File: src/rtl/sort_pkg.sv
`default_nettype none
// ============================================================================
// Module   : sort_pkg
// Brief    : Shared state encoding, default sizes and a cycle-count helper
//            for the sort sequencer.
// Revision : 1.0  initial release
// ============================================================================
package sort_pkg;

  // Sequencer states
  typedef enum logic [1:0] {
    IDLE = 2'd0,
    SORT = 2'd1,
    FIN  = 2'd2
  } state_t;

  localparam int DEF_WIDTH = 8;
  localparam int DEF_DEPTH = 8;

  // Number of compare cycles of a full bubble sort over n entries
  function automatic int sort_cycles(input int n);
    return (n * (n - 1)) / 2;
  endfunction

endpackage
`default_nettype wire

File: src/rtl/cmp_swap.sv
`default_nettype none
// ============================================================================
// Module   : cmp_swap
// Brief    : Combinational unsigned compare-and-swap; lo/hi are the ordered
//            pair, swap flags a strict a>b (equal values stay put).
// Revision : 1.0  initial release
// ============================================================================
module cmp_swap #(
  parameter int WIDTH = 8
) (
  input  logic [WIDTH-1:0] a,
  input  logic [WIDTH-1:0] b,
  output logic [WIDTH-1:0] lo,
  output logic [WIDTH-1:0] hi,
  output logic             swap
);

  assign swap = (a > b);
  assign lo   = swap ? b : a;
  assign hi   = swap ? a : b;

endmodule
`default_nettype wire

File: src/rtl/sort_seq.sv
`default_nettype none
// ============================================================================
// Module   : sort_seq
// Brief    : In-place bubble-sort sequencer over a DEPTH-entry register
//            array, one compare-and-swap per clock, with load port,
//            start/busy/done handshake and combinational read-back.
//            Optional macro SORT_EARLY_EXIT_EN ends the sort after the first
//            pass that performs no swap.
// Revision : 1.0  initial release
// ============================================================================
module sort_seq
  import sort_pkg::*;
#(
  parameter int WIDTH = DEF_WIDTH,
  parameter int DEPTH = DEF_DEPTH,
  parameter int AW    = (DEPTH > 1) ? $clog2(DEPTH) : 1
) (
  input  logic             clk,
  input  logic             rst,
  input  logic             wr_en,
  input  logic [AW-1:0]    wr_addr,
  input  logic [WIDTH-1:0] wr_data,
  input  logic             start,
  output logic             busy,
  output logic             done,
  input  logic [AW-1:0]    rd_addr,
  output logic [WIDTH-1:0] rd_data,
  output logic [15:0]      swap_cnt
);

  localparam int          LAST_I  = (DEPTH >= 2) ? DEPTH - 2 : 0;
  localparam logic [AW:0] C_LAST  = (AW+1)'(LAST_I);
  localparam logic [AW:0] C_DEPTH = (AW+1)'(DEPTH);
  localparam logic [AW:0] C_ONE   = (AW+1)'(1);

  state_t           state_q, state_d;
  logic [WIDTH-1:0] arr_q [DEPTH];
  logic [WIDTH-1:0] arr_d [DEPTH];
  logic [AW:0]      pass_q, pass_d;
  logic [AW:0]      idx_q, idx_d;
  logic [15:0]      swap_cnt_q, swap_cnt_d;
  logic             busy_q, busy_d;
  logic             done_q, done_d;

  logic [AW:0]      idx_inc;
  logic [AW-1:0]    ia, ib;
  logic [WIDTH-1:0] cs_lo, cs_hi;
  logic             cs_swap;
  logic             pass_end, last_pass, stop_now;

`ifdef SORT_EARLY_EXIT_EN
  logic             swapped_q, swapped_d;
`endif

  assign idx_inc   = idx_q + C_ONE;
  assign ia        = idx_q[AW-1:0];
  assign ib        = idx_inc[AW-1:0];
  assign pass_end  = (idx_q == (C_LAST - pass_q));
  assign last_pass = (pass_q == C_LAST);

`ifdef SORT_EARLY_EXIT_EN
  // A pass with no swap (including the current compare) means the array is ordered
  assign stop_now = last_pass || !(swapped_q || cs_swap);
`else
  assign stop_now = last_pass;
`endif

  cmp_swap #(.WIDTH(WIDTH)) u_cmp (
    .a    (arr_q[ia]),
    .b    (arr_q[ib]),
    .lo   (cs_lo),
    .hi   (cs_hi),
    .swap (cs_swap)
  );

  assign rd_data  = ({1'b0, rd_addr} < C_DEPTH) ? arr_q[rd_addr] : '0;
  assign busy     = busy_q;
  assign done     = done_q;
  assign swap_cnt = swap_cnt_q;

  // Next-state, array update and registered-output computation
  always_comb begin
    state_d    = state_q;
    arr_d      = arr_q;
    pass_d     = pass_q;
    idx_d      = idx_q;
    swap_cnt_d = swap_cnt_q;
    busy_d     = busy_q;
    done_d     = 1'b0;
`ifdef SORT_EARLY_EXIT_EN
    swapped_d  = swapped_q;
`endif
    case (state_q)
      IDLE: begin
        if (wr_en && ({1'b0, wr_addr} < C_DEPTH)) begin
          arr_d[wr_addr] = wr_data;
        end
        if (start) begin
          swap_cnt_d = '0;
          pass_d     = '0;
          idx_d      = '0;
`ifdef SORT_EARLY_EXIT_EN
          swapped_d  = 1'b0;
`endif
          if (DEPTH == 1) begin
            // nothing to compare: go straight to the completion pulse
            state_d = FIN;
            busy_d  = 1'b0;
            done_d  = 1'b1;
          end else begin
            state_d = SORT;
            busy_d  = 1'b1;
          end
        end
      end
      SORT: begin
        if (cs_swap) begin
          arr_d[ia] = cs_lo;
          arr_d[ib] = cs_hi;
          if (swap_cnt_q != 16'hFFFF) begin
            swap_cnt_d = swap_cnt_q + 16'd1;
          end
        end
        if (pass_end) begin
          idx_d  = '0;
          pass_d = pass_q + C_ONE;
`ifdef SORT_EARLY_EXIT_EN
          swapped_d = 1'b0;
`endif
          if (stop_now) begin
            state_d = FIN;
            busy_d  = 1'b0;
            done_d  = 1'b1;
          end
        end else begin
          idx_d = idx_inc;
`ifdef SORT_EARLY_EXIT_EN
          swapped_d = swapped_q | cs_swap;
`endif
        end
      end
      FIN: begin
        state_d = IDLE;
        busy_d  = 1'b0;
      end
      default: begin
        state_d = IDLE;
        busy_d  = 1'b0;
      end
    endcase
  end

  // State, array and output registers with asynchronous clear
  always_ff @(posedge clk or posedge rst) begin
    if (rst) begin
      state_q    <= IDLE;
      for (int k = 0; k < DEPTH; k++) arr_q[k] <= '0;
      pass_q     <= '0;
      idx_q      <= '0;
      swap_cnt_q <= '0;
      busy_q     <= 1'b0;
      done_q     <= 1'b0;
`ifdef SORT_EARLY_EXIT_EN
      swapped_q  <= 1'b0;
`endif
    end else begin
      state_q    <= state_d;
      arr_q      <= arr_d;
      pass_q     <= pass_d;
      idx_q      <= idx_d;
      swap_cnt_q <= swap_cnt_d;
      busy_q     <= busy_d;
      done_q     <= done_d;
`ifdef SORT_EARLY_EXIT_EN
      swapped_q  <= swapped_d;
`endif
    end
  end

endmodule
`default_nettype wire

File: config.mk
export PLATFORM = sky130hd
export DESIGN_NAME = sort_seq
export DESIGN_NICKNAME = d
export VERILOG_FILES = /design/src/rtl/sort_pkg.sv /design/src/rtl/cmp_swap.sv /design/src/rtl/sort_seq.sv
export SDC_FILE = /design/constraint.sdc
export NUM_CORES = 1
export LEC_CHECK = 0
export ABC_AREA = 1
export BUFFER_PORTS_ARGS = -buffer_cell sky130_fd_sc_hd__buf_2
export CAP_MARGIN = 40
export CORE_MARGIN = 3
export CORE_UTILIZATION = 51
export CTS_CLUSTER_DIAMETER = 60
export DETAILED_ROUTE_END_ITERATION = 7
export PLACE_DENSITY = 0.73
export RECOVER_POWER = 50
export SLEW_MARGIN = 20
export SYNTH_ARGS = -nofsm -noshare
export SYNTH_HDL_FRONTEND = slang
export SYNTH_SLANG_ARGS = --single-unit
export TNS_END_PERCENT = 10
File: constraint.sdc
create_clock -name clk -period 4.4 [get_ports clk]
set_input_delay 0.88 -clock clk [delete_from_list [all_inputs] [get_ports clk]]
set_output_delay 0.88 -clock clk [all_outputs]
set_load 0.05 [all_outputs]
==> impl_results.md <==
* Status: finished with violations
* Failing checks: max-capacitance violations, max-slew violations
* Placeable Area at 0.0154 mm^2
* Final Hold Fails at 0
* Worst-path cell chain: buf_4, nand2_1, nand2_1, nand2_1, nand2_1, nand2_1, nand2_1, inv_1, ha_1, a21o_1, nor2_1, nand2_4, nand2_4, nand2_1, nand2_1, nand2_1, nand2_1, nand2_1, a21oi_2
* Reg area at 0.00228 mm^2
* DRT antenna net count at 0
* Slowest CP cell: dfrtp_2
* Worst-path clk slew at 70 ps
* Synthesized net count at 1416
* Number of post-CTS setup repair buffers at 0
* Max-slew violations at 82
* Syn Std Cell Area at 0.00807 mm^2
* Post-Synth Simple-Gate Area at 47.9%
* Type of the worst setup path: reg -> reg
* Final Cycle Share at 86.9%
* Nature of the critical path startpoint: register
* Row count at 45
* Drt drc at 0
* Async set-reset flop share out of synthesis at 100%
* CP max stage delay at 600 ps
* HPWL after DPL at 20900 um
* Sum Neg Setup Slack at 0 ps
* CTS tree: yes
* Clk_skew at 5.67 ps
* Largest family of logic cells by synthesized area: simple AND/OR/NAND/NOR gates
* FF-to-FF End: arr_q[20]$_DFFE_PP0P_
* Post-synthesis mux area share at 0%
* Top Family by Delay on Critical Path: simple AND/OR/NAND/NOR gates
* Vias per cell at 5.71
* Drt initial violations at 1288
* Worst-Skew Late Latency at 360 ps
* Per-cell routed wire length at 18.0 um
* Worst r2r src: idx_q[0]$_DFFE_PP0P_
* Worst path most repeated cell: nand2_1
* CP endpoint kind: register
* First-pass GRT wire length at 45700 um
* Syn Inst Count at 1385
* Filler Cell Count at 1580
* Port bufs at 43
* Die footprint at 0.0174 mm^2
* Total of max-cap violations at 2
* Vias in the first global route at 8223
* Synth warnings at 0
* Routability cong. at 0.981
* Seq/Total Area, Yosys at 28.2%
* Initial cell density of the core at 52.5%
* Synthesized flop and latch total at 91
* Post-CTS sizing at 0
* Synth Area per Inst at 5.83 um^2
* Routed vias at 9294
* Initial antenna violation count at 0
* Hold_sp: state_q[1]$_DFFE_PP0P_
* Post-synth top flop: dfrtp_1
* Slew HR at -76.8%
* Hold EP: state_q[1]$_DFFE_PP0P_
* Die width at 132 um
* Hold-critical path depth at 1
* RSZ-0062 raised after global routing: false
* Number of enable flip-flop cells after synthesis at 0
* Layout cells sized above 1 at 11.4%
* Global Route Usage Sum at 33.2%
* FF-to-FF setup slack at 580 ps
* Worst min path class: reg -> reg
* Router iterations before antenna repair at 6
* Worst r2r path cells at 19
* Synth-to-Final Area Change at 9.13%
* Final nets at 1442
* Clock Tree Buf Depth at 2
* Clock root buffer: clkbuf_16
* CTS Hold Buffers Added at 0
* Number of I/O pins at 44
* Global route total overflow at 0
* Worst Path Required at 4690 ps
* Die H at 132 um
* Achievable Freq at 262 MHz
* Compound-Gate Fraction of Synth Area at 13.2%
* # setup viols final at 0
* Distinct cell type count after synthesis at 32
* Least-Margin Pin Slew at 2650 ps
* XOR/XNOR Fraction of Synth Area at 1.52%
* Largest net degree at the start of global routing at 88
* CTS buffer count at 9
* Adder-cell share of the synthesized area at 2.01%
* CP max FO at 58
* CP arrival at 4120 ps
* Routed wire length at 29200 um
* Min Clock Period, post-route at 3820 ps
* Total clock sinks at 91
* Multi-input logic area at 0.00522 mm^2
* Clock H-tree levels at 3
* CP Buf/Inv Count at 2
* Antenna cells at 0
## worst register-to-register path: cells and delay by family, from the launching register on
kind                     cells  cell delay (ps)
AO/OA/AOI/OAI                2              300
adder cells (fa/ha/maj)      1              290
buffers and inverters        2              640
flip-flops                   1              600
AND/OR/NAND/NOR             14             1920
## area by class of cell
cell class,instances,share of cell area (%)
clock buffer,9,2.56
clock inverter,7,0.668
inverter,81,3.92
multi-input combinational,1161,59.2
sequential,91,25.9
tap,211,3.00
timing repair buffer,67,4.80
## worst max path at each step
stage | endpoint | cells past startpoint | from
4_1_cts | arr_q[20]$_DFFE_PP0P_ | 19 | idx_q[0]$_DFFE_PP0P_
5_1_grt | arr_q[52]$_DFFE_PP0P_ | 19 | idx_q[0]$_DFFE_PP0P_
2_1_floorplan | arr_q[0]$_DFFE_PP0P_ | 1 | rst
6_report | arr_q[20]$_DFFE_PP0P_ | 19 | idx_q[0]$_DFFE_PP0P_
3_3_place_gp | arr_q[20]$_DFFE_PP0P_ | 19 | idx_q[0]$_DFFE_PP0P_
3_5_place_dp | arr_q[20]$_DFFE_PP0P_ | 19 | idx_q[0]$_DFFE_PP0P_
## routing by layer
layer / up-vias / wire length (um) / track usage, %
met3: 97 / 3700 / 8.40
met5: - / 0 / 0
met2: 594 / 12300 / 48.4
met4: 0 / 1420 / 16.2
met1: 4222 / 11900 / 46.1
li1: 4381 / - / -
## cell families (layout without fill, tap and decap cells)
group | count (synthesis) | count (layout)
simple gates | 981 | 981
compound gates | 153 | 153
buf+inv | 133 | 164
flops | 91 | 91
xor+xnor | 14 | 14
fa+ha+maj | 13 | 13
## layout by cell type (no fill, tap or decap), types with 2 or more instances in the layout
| cell type | count |
|---|---|
| clkbuf_16 | 9 |
| xor2_1 | 11 |
| nand2_1 | 682 |
| o22ai_1 | 10 |
| o21ai_0 | 51 |
| clkinv_4 | 9 |
| nor3_1 | 12 |
| buf_2 | 33 |
| inv_2 | 4 |
| a21oi_1 | 5 |
| nand2_4 | 10 |
| buf_4 | 17 |
| nand4_1 | 5 |
| a31oi_1 | 14 |
| inv_1 | 66 |
| ha_1 | 13 |
| clkinv_1 | 2 |
| clkbuf_1 | 12 |
| xnor2_1 | 3 |
| inv_6 | 3 |
| a21oi_2 | 64 |
| o21a_1 | 5 |
| nand3_1 | 51 |
| nor2_1 | 217 |
| buf_6 | 2 |
| dfrtp_1 | 90 |
## cell usage after synthesis, types with 2 or more instances
master	number	share of area (%)
dfrtp_1	91	28
nand2_1	682	32
clkinv_4	8	0.87
buf_2	21	1.3
buf_4	4	0.37
a21oi_2	64	6.9
nand4_1	5	0.39
o21ai_0	51	3.2
o22ai_1	10	0.77
a21oi_1	5	0.31
clkinv_1	2	0.093
nand3_1	51	3.2
xnor2_1	3	0.33
nand2_4	10	1.4
o21a_1	5	0.47
xor2_1	11	1.2
a31oi_1	14	1.1
inv_2	3	0.14
clkbuf_1	26	1.2
nor2_1	217	10
nor3_1	12	0.74
inv_1	68	3.2
ha_1	13	2.0
## metrics by stage
| step | hold slack, ps | area (um^2) | setup slack [ps] | std cells | utilization (%) |
|---|---|---|---|---|---|
| after CTS | 423 | 8790 | 727 | 1625 | 57.2 |
| after floorplan | 448 | 8070 | 1160 | 1385 | - |
| after global placement | 515 | 8450 | 813 | 1602 | 55.0 |
| final | 510 | 8810 | 577 | 1627 | 57.3 |
| after detailed placement | 537 | 8510 | 753 | 1609 | 55.4 |
| after global routing | 540 | 8810 | 305 | 1627 | 57.3 |
## flip-flops by register name, indices dropped and copies added, names as in the netlist
name / cells
busy: 1
state_q: 1
done: 1
idx_q: 4
pass_q: 4
arr_q: 64
swap_cnt: 16
Power is not shown: default switching activity piles up to over one toggle a cycle in this logic, so the estimate is an artifact.
